### src/rtl/bsg_two_fifo_width_p8_if.sv
// ---------------------------------------------------------------------------
// bsg_two_fifo_width_p8_if
// Handshake bundle for the two-entry FIFO.
//   Producer side : v_i, data_i  (into FIFO), ready_o (out of FIFO)
//   Consumer side : v_o, data_o  (out of FIFO), yumi_i (into FIFO)
// Modports:
//   slave  - the FIFO itself
//   master - the agent that drives the producer inputs and the consumer yumi
// ---------------------------------------------------------------------------
interface bsg_two_fifo_width_p8_if #(
  parameter int width_p = 8
);
  logic               v_i;
  logic               ready_o;
  logic [width_p-1:0] data_i;
  logic               v_o;
  logic [width_p-1:0] data_o;
  logic               yumi_i;

  modport slave (
    input  v_i,
    input  data_i,
    input  yumi_i,
    output ready_o,
    output v_o,
    output data_o
  );

  modport master (
    output v_i,
    output data_i,
    output yumi_i,
    input  ready_o,
    input  v_o,
    input  data_o
  );
endinterface

### src/rtl/bsg_two_fifo_width_p8.sv
// ---------------------------------------------------------------------------
// bsg_two_fifo_width_p8
// Two-entry registered FIFO. Producer enqueues with valid/ready, consumer
// dequeues with valid/yumi. data_o comes straight from a storage register,
// so there is no combinational path from data_i to data_o; data written at
// edge N is visible the cycle after edge N.
// Ports:
//   clk_i    - clock, all state changes on rising edge
//   reset_i  - synchronous active-high reset (forces ready_o=0, v_o=0)
//   io       - handshake bundle (slave modport):
//                v_i / data_i / ready_o : producer side
//                v_o / data_o / yumi_i  : consumer side
// Parameters:
//   width_p                 - data width
//   allow_enq_deq_on_full_p - 1: ready_o = ~full | yumi_i, 0: ready_o = ~full
// ---------------------------------------------------------------------------
module bsg_two_fifo_width_p8 #(
  parameter int width_p                 = 8,
  parameter int allow_enq_deq_on_full_p = 0
) (
  input  logic                           clk_i,
  input  logic                           reset_i,
  bsg_two_fifo_width_p8_if.slave         io
);

  logic [width_p-1:0] r_mem [2];
  logic               r_wptr;
  logic               r_rptr;
  logic               r_full;
  logic               r_empty;

  logic               w_enq;
  logic               w_deq;
  logic               w_ready;
  logic               w_allow;

  assign w_allow = (allow_enq_deq_on_full_p != 0);

  // A yumi on an empty FIFO is a protocol violation; gating with ~r_empty
  // keeps it from corrupting the pointers.
  assign w_deq   = io.yumi_i & ~r_empty & ~reset_i;

  // When full and enq-on-deq is allowed, the incoming word lands in the slot
  // being freed this cycle (r_wptr == r_rptr when full).
  assign w_ready = ~reset_i & (~r_full | (w_allow & w_deq));
  assign w_enq   = io.v_i & w_ready;

  assign io.ready_o = w_ready;
  assign io.v_o     = ~r_empty & ~reset_i;
  assign io.data_o  = r_mem[r_rptr];

  // Control state: pointers and flags
  always_ff @(posedge clk_i) begin
    if (reset_i) begin
      r_wptr  <= 1'b0;
      r_rptr  <= 1'b0;
      r_empty <= 1'b1;
      r_full  <= 1'b0;
    end else begin
      if (w_enq) r_wptr <= ~r_wptr;
      if (w_deq) r_rptr <= ~r_rptr;
      unique case ({w_enq, w_deq})
        2'b10: begin
          r_empty <= 1'b0;
          r_full  <= (~r_wptr == r_rptr);
        end
        2'b01: begin
          r_full  <= 1'b0;
          r_empty <= (~r_rptr == r_wptr);
        end
        default: begin
          r_full  <= r_full;
          r_empty <= r_empty;
        end
      endcase
    end
  end

  // Storage: not reset, written only on a completed enqueue
  always_ff @(posedge clk_i) begin
    if (w_enq) r_mem[r_wptr] <= io.data_i;
  end

`ifndef SYNTHESIS
  always @(posedge clk_i) begin
    if (!reset_i) begin
      assert (!io.yumi_i || !r_empty)
        else $error("bsg_two_fifo: yumi_i asserted while v_o is low");
      assert (!w_enq || !$isunknown(io.data_i))
        else $error("bsg_two_fifo: data_i has X on enqueue");
    end
  end
`endif

endmodule

### src/flat_wrapper.sv
// flat-port wrapper written by rule: the top's interface ports become plain ports
module bsg_two_fifo_width_p8_flat 
#(
  parameter int width_p                 = 8,
  parameter int allow_enq_deq_on_full_p = 0
)
  (clk_i, reset_i, io_v_i, io_data_i, io_yumi_i, io_ready_o, io_v_o, io_data_o);
  bsg_two_fifo_width_p8_if #(.width_p(width_p)) io_i ();
  input  logic clk_i;
  input  logic reset_i;
  input wire logic [$bits(io_i.v_i)-1:0] io_v_i;
  input wire logic [$bits(io_i.data_i)-1:0] io_data_i;
  input wire logic [$bits(io_i.yumi_i)-1:0] io_yumi_i;
  output wire logic [$bits(io_i.ready_o)-1:0] io_ready_o;
  output wire logic [$bits(io_i.v_o)-1:0] io_v_o;
  output wire logic [$bits(io_i.data_o)-1:0] io_data_o;
  assign io_i.v_i = io_v_i;
  assign io_i.data_i = io_data_i;
  assign io_i.yumi_i = io_yumi_i;
  assign io_ready_o = io_i.ready_o;
  assign io_v_o = io_i.v_o;
  assign io_data_o = io_i.data_o;
  bsg_two_fifo_width_p8 #(.width_p(width_p), .allow_enq_deq_on_full_p(allow_enq_deq_on_full_p)) u_core (.clk_i(clk_i), .reset_i(reset_i), .io(io_i));
endmodule
### config.mk
export PLATFORM = sky130hd
export DESIGN_NAME = bsg_two_fifo_width_p8_flat
export DESIGN_NICKNAME = d
export VERILOG_FILES = /design/src/rtl/bsg_two_fifo_width_p8_if.sv /design/src/rtl/bsg_two_fifo_width_p8.sv /design/src/flat_wrapper.sv
export SDC_FILE = /design/constraint.sdc
export NUM_CORES = 1
export LEC_CHECK = 0
export ABC_CLOCK_PERIOD_IN_PS = 2100
export CAP_MARGIN = 20
export CORE_MARGIN = 1.5
export CORE_UTILIZATION = 30
export CTS_CLUSTER_SIZE = 10
export DETAILED_ROUTE_END_ITERATION = 10
export DONT_BUFFER_PORTS = 1
export GPL_TIMING_DRIVEN = 0
export SYNTH_ARGS = -nofsm -noshare
export SYNTH_HDL_FRONTEND = slang
export SYNTH_SLANG_ARGS = --single-unit
### constraint.sdc
create_clock -name clk_i -period 2.1 [get_ports clk_i]
set_input_delay 0 -clock clk_i [delete_from_list [all_inputs] [get_ports clk_i]]
set_output_delay 0 -clock clk_i [all_outputs]
set_load 0.05 [all_outputs]
==> summary.md, run 1 <==
| Metric | Value |
|---|---|
| Max clock buf depth | `2` |
| Biggest cell delay along the critical path | `about 0.50 ns` |
| Worst Setup End Kind | `flop` |
| Drt pass-1 iters | `3` |
| Arr. time, crit path | `1.72 ns` |
| Power Density | `a little under 900 nW/um2` |
| DRC Markers | `0` |
| Vias/cell | `4.53` |
| Fin crit period | `1.77 ns` |
| Clock Skews | `roughly 0.012 ns` |
| CP dominant cell by count | `nor2_2` |
| CTS Buf Count | `3` |
| Relative slew slack | `0.357` |
| Post-synth ARST share | `0` |
| Mapped Avg Cell Area | `roughly 17 um2` |
| Setup TNS | `0 ns` |
| Gpl congestion | `0.635` |
| Congestion Overflow GR | `0` |
| RSZ-0062 raised after global routing | `no` |
| Setup Crit Path Kind | `flop to flop` |
| Die width | `between 50 and 60 um` |
| Crit start category | `flop` |
| Crit path cell chain | `nor2_2 > nand2_1 > nor2_2` |
| Cells after Synth | `47` |
| Core outline area | `around 2500 um2` |
| Clk sinks | `21` |
| Worst-Margin Slew | `just under 1 ns` |
| Slowest CP cell | `nor2_2` |
| Dpl hpwl | `slightly above 800 um` |
| Area growth from synthesis to layout | `24.5%` |
| Hold wc startpoint | `io_yumi_i` |
| N_diodes | `0` |
| Share of layout cells above drive strength 1 | `0.270` |
| Worst-path fanout max | `8` |
| Vias | `roughly 420` |
| Number of synthesized register bits | `21` |
| CP bufs+invs | `0` |
| Post-Route WL | `1270 um` |
| Worst-Skew Late Latency | `~0.30 ns` |
| Overall power | `~0.85 mW` |
| Vias in the first global route | `411` |
| Wirelength per Cell | `~14 um` |
| Max_cap viols | `0` |
| Routed Antenna Nets | `0` |
| Yosys top cell area share | `0.619` |
| Yosys cell types | `14` |
| Post-CTS Setup Inserts | `0` |
| Final-report max-slew violation count | `0` |
| Post-Synthesis Cell Area | `about 780 um2` |
| Initial core utilization | `0.316` |
| EDFF count, synth | `16` |
| Clock power share | `0.224` |
| Util after Layout | `0.393` |
| Required time of the critical path | `approximately 2.1 ns` |
| P_int | `between 0.6 and 0.7 mW` |
| Io pins | `22` |
| Placed Cells | `77` |
| Final hold violation count | `0` |
| Lkg Pwr | `~0.34 nW` |
| Worst VDD drop | `0.358 mV` |
| Non-Filler Instances | `between 90 and 100` |
| Antenna violations before repair | `0` |
| Endpoints failing setup | `0` |
| Top post-synthesis cells by count | `edfxtp_1 (16), mux2_2 (8), nor2_1 (6)` |
| First-pass GRT wire length | `a little under 2000 um` |
| Chip height | `around 54 um` |
| Main synth FF type | `edfxtp_1` |
| Status | `finished, final reports clean` |
| Area contributors post-synth | `edfxtp_1 (62%), dfxtp_1 (13%), mux2_2 (12%)` |
| Delay-heaviest family, CP | `simple AND/OR/NAND/NOR gates` |
| DR iter-0 viols | `4` |
| Total Routing Usage GR | `0.102` |
| Most common cell in the netlist | `edfxtp_1` |
| Min setup slack post-route | `between 0.3 and 0.4 ns` |
| Switch Pwr | `about 0.25 mW` |
| Ys Warns | `0` |
| FF-to-FF Start | `u_core.r_full` |
| Combinational share of power | `0.201` |
| Die ar. | `approximately 2900 um2` |
| I/O Buffers | `0` |
| Worst-path clk slew | `between 0.1 and 0.15 ns` |
| Dpl ws | `-0.176 ns` |
| Seq pwr share | `0.575` |
| Period utilization | `0.844` |
| Net count after synthesis | `59` |
| Area leader, netlist | `edfxtp_1` |
| H-tree Lvls | `1` |
| Fmax | `564 MHz` |
| Num rows | `18` |
| Switching part of the total | `0.292` |
| Crit. Startpoint | `u_core.r_full` |
| Largest net degree at the start of global routing | `13` |
| CTS root buffer | `clkbuf_4` |
| Nets | `76` |
| Seq/Total Area, Yosys | `0.748` |
| Hold Path Class | `input pin to flop` |
| CTS tree | `built` |
worst paths after layout:
check | slack [ns] | cells after the start | to
setup / recovery | 0.33 | 3 | u_core.r_mem[0][3]
hold / removal | 0.05 | 3 | flop
setup reg to reg | 0.33 | 3 | u_core.r_mem[0][3]
hold reg to reg | 0.59 | 2 | flop
flip-flops by register name, indices dropped and copies added (netlist names), named ones only:
| name | flops |
|---|---|
| u_core.r_mem | 16 |
| u_core.r_empty | 1 |
| u_core.r_full | 1 |
| u_core.r_rptr | 1 |
| u_core.r_wptr | 1 |
kinds of logic (layout without fill, tap and decap cells):
group	Yosys count	count (layout)	share of synthesized area
DFF	21	21	0.748
and+or+nand+nor	12	12	0.0790
muxes	8	8	0.116
xor gates and xnor gates	3	3	0.0339
AOI/OAI and AO/OA	2	2	0.0161
buffers and inverters	1	17	0.00645
power groups by stage:
stage | Clock [mW] | Combinational [mW] | Sequential, mW
floorplan | 0 | 0.136 | 0.494
global placement | 0 | 0.147 | 0.496
detailed placement | 0 | 0.148 | 0.497
CTS | 0.201 | 0.172 | 0.488
global route | 0.216 | 0.180 | 0.491
finish | 0.190 | 0.170 | 0.488
worst min-delay path: cells and delay by family:
kind | cells | cell delay (ns)
and+or+nand+nor | 2 | 0.24
xor gates and xnor gates | 1 | 0.09
per-layer routing:
| layer | track usage | part of all wire |
|---|---|---|
| met1 | 0.110 | 0.39 |
| met2 | 0.179 | 0.50 |
| met3 | 0.0306 | 0.097 |
| met4 | 0.0513 | 0.0095 |
| met5 | 0 | 0 |
through the flow:
stage | hold slack, ns | instance area [um2]
2_1_floorplan | 0.0697 | 776
3_3_place_gp | 0.0723 | 813
3_5_place_dp | 0.0724 | 813
4_1_cts | 0.0476 | 963
5_1_grt | 0.0553 | 966
6_report | 0.0524 | 966
repair_timing:
action	CTS	global route
endpoints found under the setup margin	8	8
endpoints found under the hold margin	21	0
gates resized for setup	1	1
hold buffers	12	0
cell type report:
type	count	area, um2
sequential	21	581
tap	30	37.5
clock buffer	3	22.5
clock inverter	1	5.00
timing repair buffer	12	120
fill	249	1490
multi-input combinational	25	195
buffer	1	5.00
cells in the final DEF, fill, tap and decap left out:
cell type,instances
nand2_1,2
nor2b_1,1
and2b_1,1
nor2_1,4
clkbuf_4,3
dfxtp_1,5
a21oi_1,1
edfxtp_1,16
dlygate4sd3_1,12
a21boi_1,1
xor2_1,1
nor3_2,1
xnor2_1,2
buf_2,1
and3_2,1
mux2_2,8
nor2_2,2
clkinv_2,1
No activity file was read; power rests on OpenSTA's default activity.
==> inputs of run 2 (changes only) <==
--- a/config.mk
+++ b/config.mk
@@ -5,7 +5,7 @@
 export SDC_FILE = /design/constraint.sdc
 export NUM_CORES = 1
 export LEC_CHECK = 0
-export ABC_CLOCK_PERIOD_IN_PS = 2100
+export ABC_CLOCK_PERIOD_IN_PS = 1500
 export CAP_MARGIN = 20
 export CORE_MARGIN = 1.5
 export CORE_UTILIZATION = 30
==> constraint.sdc (replaced) <==
create_clock -name clk_i -period 1.5 [get_ports clk_i]
set_input_delay 0 -clock clk_i [delete_from_list [all_inputs] [get_ports clk_i]]
set_output_delay 0 -clock clk_i [all_outputs]
set_load 0.05 [all_outputs]
==> run 2 against run 1 <==
Maximum frequency up 26%. Register-to-register slack lost 0.24 ns. Setup slack got worse by 0.24 ns. Clock power up 36%. Power rose by 39%. Non-clock buffer count fell by 1. Worst hold slack got worse by 0.028 ns. Critical path depth unchanged. Sequential share of layout area is the same. Critical endpoint is now u_core.r_mem[0][6].
==> summary.md, run 2 (synthesized netlist as in run 1, its figures left out) <==
| Metric | Value |
|---|---|
| Overall power | `1.18 mW (+39%)` |
| P_int | `0.839 mW (+40%)` |
| Worst-Margin Slew | `0.933 ns (-0.0274 ns)` |
| Most common cell after layout, fill and taps aside | `edfxtp_1` |
| Antenna violations before repair | `0 (unchanged)` |
| Post-Route WL | `1170 um (-7.7%)` |
| Crit start category | `flop` |
| Util after Layout | `0.393 (unchanged)` |
| Gpl congestion | `0.639 (+0.66%)` |
| Worst VDD drop | `0.526 mV (+47%)` |
| Non-Filler Instances | `92 (-1.1%)` |
| Power Density | `1220 nW/um2 (+39%)` |
| Switching part of the total | `0.288 (-0.00370)` |
| Seq pwr share | `0.581 (+0.006)` |
| Fin crit period | `1.41 ns (-0.363 ns)` |
| RSZ-0062 raised after global routing | `no` |
| Max clock buf depth | `2 (unchanged)` |
| CTS Buf Count | `3 (unchanged)` |
| Clk sinks | `21 (unchanged)` |
| Most flops, register | `u_core.r_mem` |
| First-pass GRT wire length | `1810 um (-8.1%)` |
| Period utilization | `0.940 (+0.0958)` |
| Max reg flops | `16 (unchanged)` |
| Combinational share of power | `0.200 (about the same)` |
| Post-CTS Setup Inserts | `0 (unchanged)` |
| Clock Skews | `0.0109 ns (-0.000894 ns)` |
| Worst Setup End Kind | `flop` |
| CTS root buffer | `clkbuf_4` |
| Required time of the critical path | `1.48 ns (-0.57 ns)` |
| Commonest non-fill, non-tap cells in the layout | `edfxtp_1 (16), dlygate4sd3_1 (11), mux2_2 (8), dfxtp_1 (5), nor2_1 (4)` |
| Status | `finished, final reports clean` |
| Max_cap viols | `0 (unchanged)` |
| Clock power share | `0.219 (-0.005)` |
| Area growth from synthesis to layout | `24.5% (unchanged)` |
| Congestion Overflow GR | `0 (unchanged)` |
| DRC Markers | `0 (unchanged)` |
| Routed Antenna Nets | `0 (unchanged)` |
| Vias in the first global route | `418 (+1.7%)` |
| Share of layout cells above drive strength 1 | `0.274 (+0.00435)` |
| Nets | `75 (-1.3%)` |
| Total Routing Usage GR | `0.0930 (-0.00877)` |
| Final hold violation count | `0 (unchanged)` |
| Drt pass-1 iters | `1 (-2)` |
| Setup Crit Path Kind | `flop to flop` |
| I/O Buffers | `0 (unchanged)` |
| Vias | `415 (-1.4%)` |
| Die ar. | `2900 um2 (unchanged)` |
| H-tree Lvls | `1 (unchanged)` |
| Endpoints failing setup | `0 (unchanged)` |
| Final-report max-slew violation count | `0 (unchanged)` |
| Largest net degree at the start of global routing | `13 (unchanged)` |
| Lkg Pwr | `0.333 nW (-1.4%)` |
| Chip height | `53.9 um (unchanged)` |
| Arr. time, crit path | `1.39 ns (-0.33 ns)` |
| Num rows | `18 (unchanged)` |
| CTS tree | `built` |
| Io pins | `22 (unchanged)` |
| Vias/cell | `4.51 (-0.35%)` |
| DR iter-0 viols | `0 (-4)` |
| Worst-path clk slew | `0.10 ns (-0.02 ns)` |
| Worst-Skew Late Latency | `0.30 ns (about the same)` |
| Wirelength per Cell | `12.7 um (-6.7%)` |
| Dpl hpwl | `795 um (-2.2%)` |
| Switch Pwr | `0.340 mW (+37%)` |
| Worst-path fanout max | `8 (unchanged)` |
| Core outline area | `2450 um2 (unchanged)` |
| Die width | `53.9 um (unchanged)` |
| Initial core utilization | `0.316 (unchanged)` |
| Fmax | `709 MHz (+26%)` |
| N_diodes | `0 (unchanged)` |
| Placed Cells | `77 (unchanged)` |
| Relative slew slack | `0.376 (+0.0183)` |
| Hold Path Class | `input pin to flop` |
==> run 2: changes by cell type in the layout (fill, tap and decap cells not counted), sizes merged <==
cell / before / now
dlygate4sd3: 12 / 11
==> run 2: metal layers <==
metal,track usage,share of wire,vias up
met2,0.152,0.49,17
li1,-,-,200
met1,0.104,0.40,198
met5,0,0,-
met3,0.0333,0.11,0
met4,0.0513,0,0
==> run 2: power groups by stage <==
stage | clock [mW] | sequential [mW] | combinational, mW
6_report | 0.258 | 0.685 | 0.235
3_5_place_dp | 0 | 0.698 | 0.208
2_1_floorplan | 0 | 0.694 | 0.192
4_1_cts | 0.273 | 0.686 | 0.239
5_1_grt | 0.303 | 0.689 | 0.249
3_3_place_gp | 0 | 0.696 | 0.207
==> run 2: stage by stage <==
step / worst slack [ns] / area, um2 / hold slack, ns / TNS (ns)
4_1_cts: 0.0578 / 966 / 0.0104 / 0
5_1_grt: 0.00992 / 966 / 0.00425 / 0
6_report: 0.0903 / 966 / 0.0248 / 0
3_5_place_dp: -0.271 / 821 / 0.0599 / -2.16
3_3_place_gp: -0.238 / 821 / 0.0600 / -1.90
2_1_floorplan: 0.00499 / 783 / 0.0566 / 0
==> run 2: cell type report <==
cell class | count | area, um2
repair buffers | 11 | 110
clock buffers | 3 | 22.5
flip-flops and latches | 21 | 581
well taps | 30 | 37.5
fillers | 255 | 1490
plain buffers | 1 | 5.00
clock inverters | 1 | 5.00
multi-input cells | 25 | 205
==> run 2: worst paths after layout <==
kind            startpoint                 end  slack, ns  depth (start not counted)
max          u_core.r_full  u_core.r_mem[0][6]       0.09                          3
min                 io_v_i       u_core.r_wptr       0.02                          3
max reg2reg  u_core.r_full  u_core.r_mem[0][6]       0.09                          3
min reg2reg  u_core.r_rptr                flop       0.58                          2
==> run 2: worst max-delay path: stages, from the launching register on <==
cell	delay, ns
dfxtp_1	0.36
nor2_4	0.32
nand2_1	0.17
nor2_4	0.25
==> run 2: what timing repair did <==
| item | in CTS | in global routing |
|---|---|---|
| gates resized for setup | 2 | 0 |
| endpoints found under the setup margin | 8 | 0 |
| hold buffers | 11 | 0 |
| endpoints found under the hold margin | 21 | 0 |
